<file path="config.mk">
export PLATFORM = sky130hd
export DESIGN_NAME = sbox_nibble_packer
export DESIGN_NICKNAME = d
export VERILOG_FILES = /design/src/rtl/des_pkg.sv /design/src/rtl/nibble_slot_writer.sv /design/src/rtl/sbox_nibble_packer.sv
export SDC_FILE = /design/constraint.sdc
export NUM_CORES = 1
export LEC_CHECK = 0
export ABC_CLOCK_PERIOD_IN_PS = 2060
export BUFFER_PORTS_ARGS = -buffer_cell sky130_fd_sc_hd__buf_2
export CORE_MARGIN = 3
export CORE_UTILIZATION = 55
export DETAILED_ROUTE_END_ITERATION = 10
export GPL_TIMING_DRIVEN = 1
export HOLD_SLACK_MARGIN = 0.08
export PLACE_DENSITY = 0.78
export SLEW_MARGIN = 5
export SYNTH_ARGS = -nofsm -noshare
export SYNTH_HDL_FRONTEND = slang
export SYNTH_SLANG_ARGS = --single-unit
</file>
<file path="constraint.sdc">
create_clock -name clk -period 2.06 [get_ports clk]
set_clock_uncertainty 0.05 [all_clocks]
set_input_delay 0.206 -clock clk [delete_from_list [all_inputs] [get_ports clk]]
set_output_delay 0.206 -clock clk [all_outputs]
set_load 0.05 [all_outputs]
</file>
<file path="src/rtl/des_pkg.sv">
// Shared DES datapath types: nibble and word widths used by the selector,
// S-box and packer blocks.
package des_pkg;
    localparam int NIB_W       = 4;
    localparam int NUM_NIBBLES = 8;
    localparam int WORD_W      = NIB_W * NUM_NIBBLES;

    typedef logic [NIB_W-1:0]  nibble_t;
    typedef logic [WORD_W-1:0] word_t;
endpackage

</file>
<file path="src/rtl/nibble_slot_writer.sv">
// Combinational slot insert: writes one nibble into its slot of the accumulator.
// Fill order is LSB-first unless PACKER_MSB_FIRST_EN is defined.
module nibble_slot_writer
    import des_pkg::*;
(
    input  logic [WORD_W-1:0] acc_in,
    input  logic [2:0]        slot,
    input  logic [NIB_W-1:0]  nib,
    output logic [WORD_W-1:0] acc_out
);
    logic [2:0] pos;

    always_comb begin
`ifdef PACKER_MSB_FIRST_EN
        // arrival k lands at nibble position 7-k, i.e. bits [31-4k:28-4k]
        pos = ~slot;
`else
        pos = slot;
`endif
        acc_out = acc_in;
        for (int i = 0; i < NUM_NIBBLES; i++) begin
            if (pos == 3'(i)) begin
                acc_out[i*NIB_W +: NIB_W] = nib;
            end
        end
    end
endmodule

</file>
<file path="src/rtl/sbox_nibble_packer.sv">
// Double-buffered packer: eight nibbles per handshake into a 32-bit word.
// Optional macro PACKER_MSB_FIRST_EN reverses the fill order (see nibble_slot_writer).
module sbox_nibble_packer #(
    parameter int NUM_NIBBLES = 8,
    parameter int NIB_W       = 4
) (
    input  logic        clk,
    input  logic        rst_n,
    input  logic        clear,
    input  logic [3:0]  nibble_in,
    input  logic        nibble_valid,
    output logic        nibble_ready,
    output logic [31:0] word_out,
    output logic        word_valid,
    input  logic        word_ready,
    output logic [2:0]  slot_idx
);
    if (NUM_NIBBLES != 8 || NIB_W != 4) begin : g_width_check
        $error("sbox_nibble_packer supports only 8 nibbles of 4 bits");
    end

    logic [2:0]  slot_q, slot_d;
    logic [31:0] acc_q, acc_d;
    logic [31:0] word_q, word_d;
    logic        wvld_q, wvld_d;
    logic [31:0] acc_upd;
    logic        accept;

    nibble_slot_writer u_writer (
        .acc_in  (acc_q),
        .slot    (slot_q),
        .nib     (nibble_in),
        .acc_out (acc_upd)
    );

    // Only the completing nibble stalls, and only while the held word is not consumed.
    assign nibble_ready = !((slot_q == 3'd7) && wvld_q && !word_ready);
    assign accept       = nibble_valid && nibble_ready;

    always_comb begin
        slot_d = slot_q;
        acc_d  = acc_q;
        word_d = word_q;
        wvld_d = wvld_q;
        if (clear) begin
            slot_d = 3'd0;
            acc_d  = '0;
            word_d = '0;
            wvld_d = 1'b0;
        end else begin
            if (wvld_q && word_ready) begin
                wvld_d = 1'b0;
            end
            if (accept) begin
                if (slot_q == 3'd7) begin
                    // completion overrides the consume so a reload keeps word_valid high
                    word_d = acc_upd;
                    wvld_d = 1'b1;
                    acc_d  = '0;
                    slot_d = 3'd0;
                end else begin
                    acc_d  = acc_upd;
                    slot_d = slot_q + 3'd1;
                end
            end
        end
    end

    always_ff @(posedge clk or negedge rst_n) begin
        if (!rst_n) begin
            slot_q <= 3'd0;
            acc_q  <= '0;
            word_q <= '0;
            wvld_q <= 1'b0;
        end else begin
            slot_q <= slot_d;
            acc_q  <= acc_d;
            word_q <= word_d;
            wvld_q <= wvld_d;
        end
    end

    assign word_out   = word_q;
    assign word_valid = wvld_q;
    assign slot_idx   = slot_q;
endmodule

</file>
# ---- Word level (Yosys, flattened, before mapping)
# Cells that the tools add are included.
# W data, S select, Z words.
dict set report op_classes {
  add_sub_neg 1
  n_eq_ne 7
  mux 21
  reduce_logical 10
}
# operator n
set ops {}
lappend ops {{$mux W32} 6}
lappend ops {{$mux W4} 8}
lappend ops {{$eq A3 B3 Y1 const B} 4}
lappend ops {{$mux W3} 3}
lappend ops {{$eq A3 B2 Y1 const B} 2}
lappend ops {{$logic_and A1 B1 Y1} 4}
lappend ops {{$mux W1} 4}
lappend ops {{$reduce_bool A2 Y1} 2}
lappend ops {{$add A3 B1 Y3 const B} 1}
lappend ops {{$eq A3 B1 Y1 const B} 1}
lappend ops {{$logic_not A3 Y1} 1}
lappend ops {{$logic_not A1 Y1} 2}
lappend ops {{$reduce_and A2 Y1} 1}
dict set report totals {
  regBits 68
  in_bits 9
  out_inout_bits 37
}

# ---- Longest topological paths before layout
# Gate-level depths: netlist (run 1).
dict set report logic_depth {
  ltp_word 7
  depth_mapped 7
  ltp_nobuf 5
}

# ---- Cells and area by module
# From an unflattened synthesis (run 1), not the netlist that was laid out.
dict set report unflattened {
  cells_unflattened 229
  hier_area_um2 3266.9
}
# mod instances cells_each area_per_inst_um2 seq_area_each_um2
set by_module_without_submodules {}
lappend by_module_without_submodules {sbox_nibble_packer 1 189 2836.5 1701.6}
lappend by_module_without_submodules {nibble_slot_writer 1 40 430.4 0.0}

# ---- Worst setup path after synthesis (run 1)
# Ideal clock, no wire load.
dict set report synth_path {
  path_kind {register to register}
  from {register slot_q[0] (netlist: slot_idx[0])}
  to {register slot_q[0] (netlist: slot_idx[0])}
  setup_ps 111
  arrival_ps 2386
  t_required_ps 1899
  setup_slack_ps -487
  path_stages_with_launch 7
  path_buffers 1
  period_less_slack_ps 2547
  path_cell_list {dfrtp_1 ha_1 ha_1 buf_4 nand3b_1 a221o_1 o41ai_1}
}
dict set report synth_between {
  elab_chain_len 6
  elab_cells_between_ends 10
}
# element line
set synth_rtl {}
lappend synth_rtl {{from (decl)} sbox_nibble_packer.sv:22} ;# logic [2:0] slot_q, slot_d;
lappend synth_rtl {{from (signal assigned)} sbox_nibble_packer.sv:76} ;# slot_q <= slot_d;
lappend synth_rtl {{$eq A3 B3 Y1} sbox_nibble_packer.sv:37} ;# assign nibble_ready = !((slot_q == 3'd7) && wvld_q && !word_ready);
lappend synth_rtl {{$logic_and A1 B1 Y1 (2 in series)} sbox_nibble_packer.sv:37}
lappend synth_rtl {{$logic_not A1 Y1} sbox_nibble_packer.sv:37}
lappend synth_rtl {{net nibble_ready} sbox_nibble_packer.sv:12} ;# output logic nibble_ready,
lappend synth_rtl {{$logic_and A1 B1 Y1} sbox_nibble_packer.sv:38} ;# assign accept = nibble_valid && nibble_ready;
lappend synth_rtl {{$reduce_bool A2 Y1 (no source line)} --}
# The timed path passes the listed nets, and every way through them passes these cells. The select of a mux whose other input is x is not followed.
# A chain may end at the register's enable or synchronous reset.

# ---- Worst setup path after layout (run 1)
dict set report layout_path {
  from {register slot_q[0] (netlist: slot_idx[0])}
  to {output port nibble_ready}
}
dict set report layout_between {
  elab_chain_len 4
}
# element line
set layout_rtl {}
lappend layout_rtl {{$eq A3 B3 Y1} sbox_nibble_packer.sv:37}
lappend layout_rtl {{$logic_and A1 B1 Y1 (2 in series)} sbox_nibble_packer.sv:37}
lappend layout_rtl {{$logic_not A1 Y1} sbox_nibble_packer.sv:37}
lappend layout_rtl {{to (decl)} sbox_nibble_packer.sv:12}
# No other way between the ends.

==> results of run 1 <==
[stage by stage]
| step | hold slack (ns) | instance area [µm²] | setup slack [ns] | utilization | TNS (ns) |
|---|---|---|---|---|---|
| finish | 0.2452 | 3591 | 0.08737 | 0.6899 | 0 |
| global route | 0.2556 | 3591 | 0.01341 | 0.6899 | 0 |
| CTS | 0.2264 | 3588 | 0.06615 | 0.6894 | 0 |
| detailed placement | 0.2068 | 3326 | 0.1847 | 0.6389 | 0 |
| global placement | 0.1967 | 3326 | 0.2376 | 0.6389 | 0 |
| floorplan | -0.1396 | 3048 | -0.1228 | - | -0.3937 |
[final cells by class]
cell class                      instances  area, µm²
Clock buffer                           10      137.6
Clock inverter                          6      115.1
Fill cell                             411       1614
Inverter                                4      15.01
Multi-Input combinational cell        146       1313
Sequential cell                        64       1605
Tap cell                               70      87.58
Timing Repair Buffer                   55      317.8
[worst paths after layout]
| path | start | end | cells past startpoint |
|---|---|---|---|
| max | slot_idx[0] | nibble_ready | 4 |
| min | nibble_valid | slot_idx[1] | 3 |
| max reg2reg | slot_idx[0] | word_out[29] | 7 |
| min reg2reg | word_out[14] | word_out[14] | 1 |
| max in group asynchronous | rst_n | acc_q[15] | 3 |
| min in group asynchronous | rst_n | acc_q[11] | 2 |
[sequential cells by signal, summed over array words and instances (netlist names)]
name	cells
acc_q	28
slot_idx	3
word_out	32
word_valid	1
[timing repair]
item | 4_1_cts | 5_1_grt
gates resized for setup | 0 | 1
endpoints found under the setup margin | 0 | 1
hold endpoints to repair | 25 | 0
hold buffers | 1 | 0
[cells in the final DEF (no fill, tap or decap), types with 2 or more instances in the layout]
master     Yosys  layout
buf_4          2       8
nand2_1        3       3
nand2b_1       6       6
a21o_1         4       4
a211oi_2       6       6
a22o_1        32      32
bufinv_16      0       3
ha_4           0       2
nand3b_1       4       4
dfrtp_1       64      61
o2bb2ai_1     23      23
a21oi_1        4       3
and4bb_2       2       2
nor2_1         3       3
nor4_1         4       4
and4b_1        3       3
dfrtp_2        0       3
nor3_1         4       4
clkbuf_8       0      10
mux2i_1       28      28
ha_1           6       4
buf_2          8      44
inv_1          4       4
[power breakdown]
group | internal [mW] | leakage, nW | switching [mW]
clock network | 0.843 | 0.123 | 0.512
logic | 0.0835 | 0.825 | 0.166
registers | 1.28 | 0.885 | 0.0161
[cell families (layout without fill, tap and decap cells)]
kind of cell             Yosys count  after routing  share of synthesized area
AO/OA/AOI/OAI                     76             76                     0.2256
multiplexers                      28             28                    0.09306
adder cells (fa/ha/maj)            6              6                    0.02493
AND/OR/NAND/NOR                   36             36                    0.08268
buffers and inverters             25             75                    0.04196
flip-flops                        64             64                     0.5318
[routing by layer]
| metal | wire length [µm] | GRT usage | up-vias |
|---|---|---|---|
| li1 | - | - | 994 |
| met4 | 92 | 0.08615 | 0 |
| met2 | 3190 | 0.3560 | 52 |
| met5 | 0 | 0 | - |
| met1 | 3128 | 0.3353 | 1121 |
| met3 | 335 | 0.04176 | 8 |
[worst reg2reg max path, cell delays in order (launching register included)]
cell     delay [ns]
dfrtp_2        0.46
ha_4           0.19
ha_4           0.22
and2_1         0.17
buf_4          0.15
a21oi_4        0.15
buf_4          0.26
a22o_1         0.18
==> results.sh, run 1 <==
export IMPL_outcome="finished, final reports clean"
export IMPL_boundaryPins=46
export IMPL_avgSynthCellArea_um2=12.82
export IMPL_ys_seq_area_frac=0.5318
export IMPL_slew_violations=0
export IMPL_critPathMaxFanout=17
export IMPL_cp_num_buf_inv=1
export IMPL_coreArea_um2=5205
export IMPL_cts_sinks=64
export IMPL_critPathArrivalTime_ns=1.72
export IMPL_drive_gt1_frac=0.3088
export IMPL_powerDensity_nw_per_um2=806.5
export IMPL_synth_common_cells="dfrtp_1 (64), a22o_1 (32), mux2i_1 (28)"
export IMPL_ys_flop_type="dfrtp_1"
export IMPL_synth_most_common_cell="dfrtp_1"
export IMPL_critPathTopFamily="flip-flops"
export IMPL_io_buffer_count=45
export IMPL_cp_slowest_stage_delay_ns=0.46
export IMPL_clk_pin_slew_ns=0.07
export IMPL_final_cells=355
export IMPL_die_x_um=80
export IMPL_fin_crit_ns=1.973
export IMPL_setup_viol=0
export IMPL_wl_mm=6.746
export IMPL_yosys_warnings=0
export IMPL_synth_edf_count=0
export IMPL_hold_path_class="primary input to register"
export IMPL_cp_cell_sequence="ha_4 -> ha_4 -> nand3b_1 -> clkbuf_4"
export IMPL_synthesis_area_um2=3012
export IMPL_antenna_cells=0
export IMPL_die_h_um=80
export IMPL_rows=26
export IMPL_groute_usage_overall=0.2341
export IMPL_critPathRequiredTime_ns=1.80
export IMPL_antenna_found_initial=0
export IMPL_slew_headroom=0.5972
export IMPL_insertion_delay_ns=0.34
export IMPL_peakVddDrop_uv=553.4
export IMPL_vias=2175
export IMPL_final_hold_viol_count=0
export IMPL_dieArea_um2=6400
export IMPL_synth_async_sr_flop_share=1.000
export IMPL_power_total_mw=2.896
export IMPL_rsz0062_at_grt="no"
export IMPL_wl_per_cell_um=19.00
export IMPL_overflow=0
export IMPL_nets=295
export IMPL_cts_setup_buffers=0
export IMPL_syn_instance_count=235
export IMPL_startpoint_type="register"
export IMPL_root_buffer="clkbuf_8"
export IMPL_grt_pass1_vias=2227
export IMPL_clock_fmax_ghz=0.5069
export IMPL_ys_top_cells_by_area="dfrtp_1 (53%), a22o_1 (9.3%), mux2i_1 (9.3%)"
export IMPL_synth_fp_nets=250
export IMPL_drv_cap=0
export IMPL_grt_max_degree=40
export IMPL_r2r_slack_ns=0.17
export IMPL_grt_pass1_wl_mm=11.44
export IMPL_drcViolationCount=0
export IMPL_worst_path_max_delay_cell="dfrtp_2"
export IMPL_synth_seq_cells=64
export IMPL_tightest_slew_ns=0.6042
export IMPL_crit_type="register to output port"
export IMPL_yosysTopAreaCell="dfrtp_1"
export IMPL_first_pass_iters=4
export IMPL_numCtsBuffers=9
export IMPL_synth_top_area_frac=0.5318
export IMPL_antenna_left=0
export IMPL_gp_congestion=0.7554
export IMPL_dp_hpwl_mm=4.444
export IMPL_htree_levels=3
export IMPL_place_inst=338
export IMPL_end_kind="output port"
export IMPL_drt_iter0_markers=94
export IMPL_area_delta_synth_final_pct=19.24
export IMPL_period_share=0.9576
export IMPL_viasPerCell=6.127
export IMPL_synthDistinctLibCells=36
export IMPL_path_common_cell="ha_4"
export IMPL_p_leak_nw=1.833
export IMPL_cts_tree="done"
export IMPL_initial_core_util=0.5786
export IMPL_cts_max_path_buffers=2
Power figures use the tool's default switching activity.
==> run 2: changes to the inputs <==
- CORE_ASPECT_RATIO: not set -> 1.5
==> results.sh, run 2 (synthesized netlist as in run 1, its figures left out) <==
export IMPL_antenna_found_initial=0
export IMPL_drv_cap=0
export IMPL_final_hold_viol_count=0
export IMPL_outcome="finished, final reports clean"
export IMPL_antenna_cells=0
export IMPL_grt_max_degree=47
export IMPL_multiInputGateArea_um2=1313
export IMPL_dieArea_um2=6418
export IMPL_place_inst=334
export IMPL_slew_violations=0
export IMPL_tightest_slew_ns=0.5477
export IMPL_rsz0062_at_grt="no"
export IMPL_critPathRequiredTime_ns=1.80
export IMPL_die_h_um=96.63
export IMPL_critPathMaxFanout=17
export IMPL_critPathTopFamily="flip-flops"
export IMPL_cp_num_buf_inv=1
export IMPL_clock_fmax_ghz=0.4989
export IMPL_slew_headroom=0.6341
export IMPL_io_buffer_count=45
export IMPL_final_common_cell="dfrtp_1"
export IMPL_post_cts_resized=0
export IMPL_insertion_delay_ns=0.34
export IMPL_worst_path_max_delay_cell="dfrtp_2"
export IMPL_critPathArrivalTime_ns=1.75
export IMPL_area_delta_synth_final_pct=16.37
export IMPL_drive_gt1_frac=0.2979
export IMPL_path_common_cell="ha_4"
export IMPL_cp_slowest_stage_delay_ns=0.46
export IMPL_gp_congestion=0.8610
export IMPL_regArea_um2=1605
export IMPL_p_clk_frac=0.402
export IMPL_groute_usage_overall=0.2284
export IMPL_fill_cells=413
export IMPL_r2r_start="slot_idx[0]"
export IMPL_final_cell_mix="dfrtp_1 (61), buf_2 (45), a22o_1 (32)"
export IMPL_grt_pass1_vias=2271
export IMPL_r2r_cells=6
export IMPL_setup_viol=0
export IMPL_initial_core_util=0.5786
export IMPL_peakVddDrop_uv=439.5
export IMPL_root_buffer="clkbuf_8"
export IMPL_cp_cell_sequence="ha_4 -> ha_4 -> nand3b_1 -> buf_2"
export IMPL_finalSetupTns_ns=0
export IMPL_hold_depth=3
export IMPL_seqPwrFrac=0.501
export IMPL_r2r_slack_ns=0.10
export IMPL_die_x_um=66.42
export IMPL_powerDensity_nw_per_um2=736.9
export IMPL_first_pass_iters=4
export IMPL_numCtsBuffers=9
export IMPL_antenna_left=0
export IMPL_rows=32
export IMPL_min_delay_worst_endpoint="slot_idx[2]"
export IMPL_grt_pass1_wl_mm=11.32
export IMPL_p_leak_nw=1.796
export IMPL_dp_hpwl_mm=4.496
export IMPL_wl_per_cell_um=19.11
export IMPL_boundaryPins=46
export IMPL_coreArea_um2=5205
export IMPL_viasPerCell=6.166
export IMPL_fin_crit_ns=2.004
export IMPL_htree_levels=3
export IMPL_drcViolationCount=0
export IMPL_r2r_end="acc_q[20]"
export IMPL_wl_mm=6.688
export IMPL_cts_tree="done"
export IMPL_end_kind="output port"
export IMPL_startpoint_type="register"
export IMPL_p_sw_frac=0.2493
export IMPL_cts_sinks=64
export IMPL_p_sw_mw=0.6438
export IMPL_nets=293
export IMPL_period_share=0.9730
export IMPL_largest_register_ffs=32
export IMPL_overflow=0
export IMPL_vias=2158
export IMPL_cts_max_path_buffers=2
export IMPL_holdWs_ns=0.2651
export IMPL_internal_power_mw=1.939
export IMPL_clk_pin_slew_ns=0.06
export IMPL_crit_type="register to output port"
export IMPL_hold_path_class="primary input to register"
export IMPL_final_cells=350
export IMPL_hp_start="nibble_valid"
export IMPL_p_comb_frac=0.097
export IMPL_drt_iter0_markers=130
-- run 2: layout make-up --
class	count	area share
Tap cell	68	0.02428
Clock buffer	11	0.04034
Sequential cell	64	0.4581
Inverter	4	0.004284
Timing Repair Buffer	53	0.08568
Multi-Input combinational cell	146	0.3745
Clock inverter	4	0.01285
-- run 2: timing repair --
item	in CTS	in global routing
endpoints found under the hold margin	18	0
hold buffers	1	0
setup buffers	0	0
-- run 2: power by group through the flow --
stage / combinational, mW / clock [mW] / sequential, mW
floorplan: 0.145 / 0 / 1.33
global placement: 0.242 / 0 / 1.31
CTS: 0.252 / 1.05 / 1.29
finish: 0.250 / 1.04 / 1.29
global route: 0.274 / 1.11 / 1.29
detailed placement: 0.247 / 0 / 1.32
-- run 2: per-stage QoR --
step / setup WS (ns) / instance area [µm²] / util / power [mW]
after floorplan: -0.1228 / 3048 / - / 1.476
after global placement: 0.1669 / 3308 / 0.6356 / 1.557
after detailed placement: 0.1151 / 3308 / 0.6356 / 1.565
after CTS: 0.05497 / 3505 / 0.6733 / 2.598
after global routing: 0.01824 / 3505 / 0.6733 / 2.675
final: 0.05555 / 3505 / 0.6733 / 2.583
-- run 2: layer usage --
layer	GRT usage	share of wire	up-vias	wire, µm
met2	0.3489	0.49	52	3293
met1	0.3088	0.44	1109	2966
met4	0.08764	0.020	0	136
met3	0.06039	0.044	15	292
li1	-	-	982	-
met5	0	0	-	0
-- run 2: worst max path at each step --
stage                start           end  slack, ns  cells after the start
2_1_floorplan  slot_idx[0]   slot_idx[0]      -0.12                      6
3_3_place_gp   slot_idx[0]     acc_q[22]       0.17                      6
3_5_place_dp   slot_idx[0]     acc_q[20]       0.12                      6
4_1_cts        slot_idx[0]  nibble_ready       0.05                      4
5_1_grt        slot_idx[0]  nibble_ready       0.02                      4
6_report       slot_idx[0]  nibble_ready       0.06                      4
-- run 2: worst reg2reg max path: cells and delay by family, from the launching register on --
family	cells	cell delay, ns
and+or+nand+nor	1	0.20
AOI/OAI and AO/OA	2	0.59
DFF	1	0.46
buffers and inverters	1	0.19
adders and majority gates	2	0.41
==> run 3: changes to the inputs <==
- CORE_UTILIZATION: 55 -> 40
- PLACE_DENSITY: 0.78 -> not set
==> results.sh, run 3 (synthesized netlist as in run 1, its figures left out) <==
export IMPL_end_kind="output port"
export IMPL_drcViolationCount=0
export IMPL_critPathMaxFanout=17
export IMPL_groute_usage_overall=0.1691
export IMPL_rows=38
export IMPL_grt_pass1_wl_mm=11.42
export IMPL_crit_type="register to output port"
export IMPL_startpoint_type="register"
export IMPL_coreArea_um2=7274
export IMPL_path_common_cell="ha_4"
export IMPL_final_cell_mix="dfrtp_1 (61), buf_2 (44), a22o_1 (32)"
export IMPL_p_sw_frac=0.2482
export IMPL_critPathTopFamily="flip-flops"
export IMPL_regArea_um2=1605
export IMPL_antenna_found_initial=0
export IMPL_initial_core_util=0.4140
export IMPL_wl_mm=6.708
export IMPL_p_sw_mw=0.6220
export IMPL_powerDensity_nw_per_um2=707.8
export IMPL_multiInputGateArea_um2=1320
export IMPL_clk_pin_slew_ns=0.06
export IMPL_cp_num_buf_inv=1
export IMPL_crit_cells=4
export IMPL_crit_end="nibble_ready"
export IMPL_finalSetupTns_ns=0
export IMPL_final_cells=381
export IMPL_worstSetupStartpoint="slot_idx[0]"
export IMPL_die_h_um=112.3
export IMPL_drive_gt1_frac=0.2918
export IMPL_peakVddDrop_uv=433.1
export IMPL_slew_violations=0
export IMPL_setup_viol=0
export IMPL_cts_sinks=64
export IMPL_grt_max_degree=40
export IMPL_vias=2087
export IMPL_drv_cap=0
export IMPL_rsz0062_at_grt="no"
export IMPL_viasPerCell=5.478
export IMPL_slew_headroom=0.5949
export IMPL_drt_iter0_markers=105
export IMPL_grt_pass1_vias=2266
export IMPL_tightest_slew_ns=0.6077
export IMPL_r2r_cells=6
export IMPL_insertion_delay_ns=0.35
export IMPL_htree_levels=3
export IMPL_hold_path_class="primary input to register"
export IMPL_cts_max_path_buffers=2
export IMPL_seqPwrFrac=0.516
export IMPL_cp_cell_sequence="ha_4 -> ha_4 -> nand3b_1 -> clkbuf_4"
export IMPL_die_x_um=76.85
export IMPL_fill_cells=678
export IMPL_dieArea_um2=8627
export IMPL_largest_register_ffs=32
export IMPL_first_pass_iters=4
export IMPL_cts_tree="done"
export IMPL_dp_hpwl_mm=4.628
export IMPL_numCtsBuffers=9
export IMPL_nets=293
export IMPL_wl_per_cell_um=17.61
export IMPL_critPathArrivalTime_ns=1.73
export IMPL_gp_congestion=0.7520
export IMPL_cp_slowest_stage_delay_ns=0.45
export IMPL_period_share=0.9617
export IMPL_p_leak_nw=1.789
export IMPL_internal_power_mw=1.884
export IMPL_antenna_cells=0
export IMPL_outcome="finished, final reports clean"
export IMPL_final_common_cell="dfrtp_1"
export IMPL_worst_path_max_delay_cell="dfrtp_2"
export IMPL_hold_depth=3
export IMPL_antenna_left=0
export IMPL_io_buffer_count=45
export IMPL_r2r_end="acc_q[9]"
export IMPL_p_clk_frac=0.386
export IMPL_fin_crit_ns=1.981
export IMPL_p_comb_frac=0.099
export IMPL_clock_fmax_ghz=0.5047
export IMPL_boundaryPins=46
export IMPL_root_buffer="clkbuf_8"
export IMPL_place_inst=366
export IMPL_r2r_slack_ns=0.12
export IMPL_r2r_start="slot_idx[0]"
export IMPL_critPathRequiredTime_ns=1.80
export IMPL_area_delta_synth_final_pct=17.57
export IMPL_overflow=0
export IMPL_final_hold_viol_count=0
==> run 3: final cells by class <==
| type | count | area share |
|---|---|---|
| Multi-Input combinational cell | 146 | 0.3728 |
| Timing Repair Buffer | 53 | 0.08551 |
| Clock buffer | 14 | 0.04876 |
| Tap cell | 100 | 0.03534 |
| Inverter | 4 | 0.004240 |
| Sequential cell | 64 | 0.4534 |
==> run 3: worst min path at each step <==
stage,to,slack (ns),from
6_report,slot_idx[1],0.25,nibble_valid
5_1_grt,slot_idx[2],0.26,nibble_valid
4_1_cts,slot_idx[1],0.22,nibble_valid
3_5_place_dp,slot_idx[2],0.21,rst_n
3_3_place_gp,slot_idx[2],0.21,rst_n
2_1_floorplan,acc_q[0],-0.14,rst_n
==> run 3: stage by stage <==
step	worst slack [ns]	hold WS [ns]	utilization	power, mW	instance area (µm²)
finish	0.07880	0.2460	0.4868	2.506	3541
global route	0.003347	0.2556	0.4868	2.621	3541
CTS	0.03372	0.2176	0.4854	2.547	3531
detailed placement	0.1193	0.2130	0.4603	1.564	3348
global placement	0.1764	0.2143	0.4603	1.564	3348
floorplan	-0.1228	-0.1396	-	1.476	3048
==> run 3: metal layers <==
layer | global-route usage | wire length (µm) | up-vias
li1 | - | - | 985
met5 | 0 | 0 | -
met1 | 0.2062 | 3002 | 1046
met2 | 0.2753 | 3281 | 44
met3 | 0.03852 | 226 | 12
met4 | 0.09432 | 197 | 0
==> run 3: worst register-to-register path, cell delays in order (launching register included) <==
cell and delay (ns):
dfrtp_2 0.45, ha_4 0.19, ha_4 0.21, and2_1 0.24, buf_4 0.20, a211oi_2 0.33, a22o_1 0.20
==> run 3: repair_timing <==
| action | in CTS | in global routing |
|---|---|---|
| setup buffers | 0 | 0 |
| hold endpoints to repair | 25 | 0 |
| endpoints found under the setup margin | 0 | 2 |
| resized for setup | 0 | 2 |
| hold buffers | 1 | 0 |
==> run 3: power by group through the flow <==
stage               Sequential [mW]  Combinational (mW)  Clock (mW)
floorplan                      1.33               0.145           0
finish                         1.29               0.247       0.966
global route                   1.30               0.272        1.05
detailed placement             1.32               0.248           0
CTS                            1.29               0.251        1.00
global placement               1.32               0.249           0
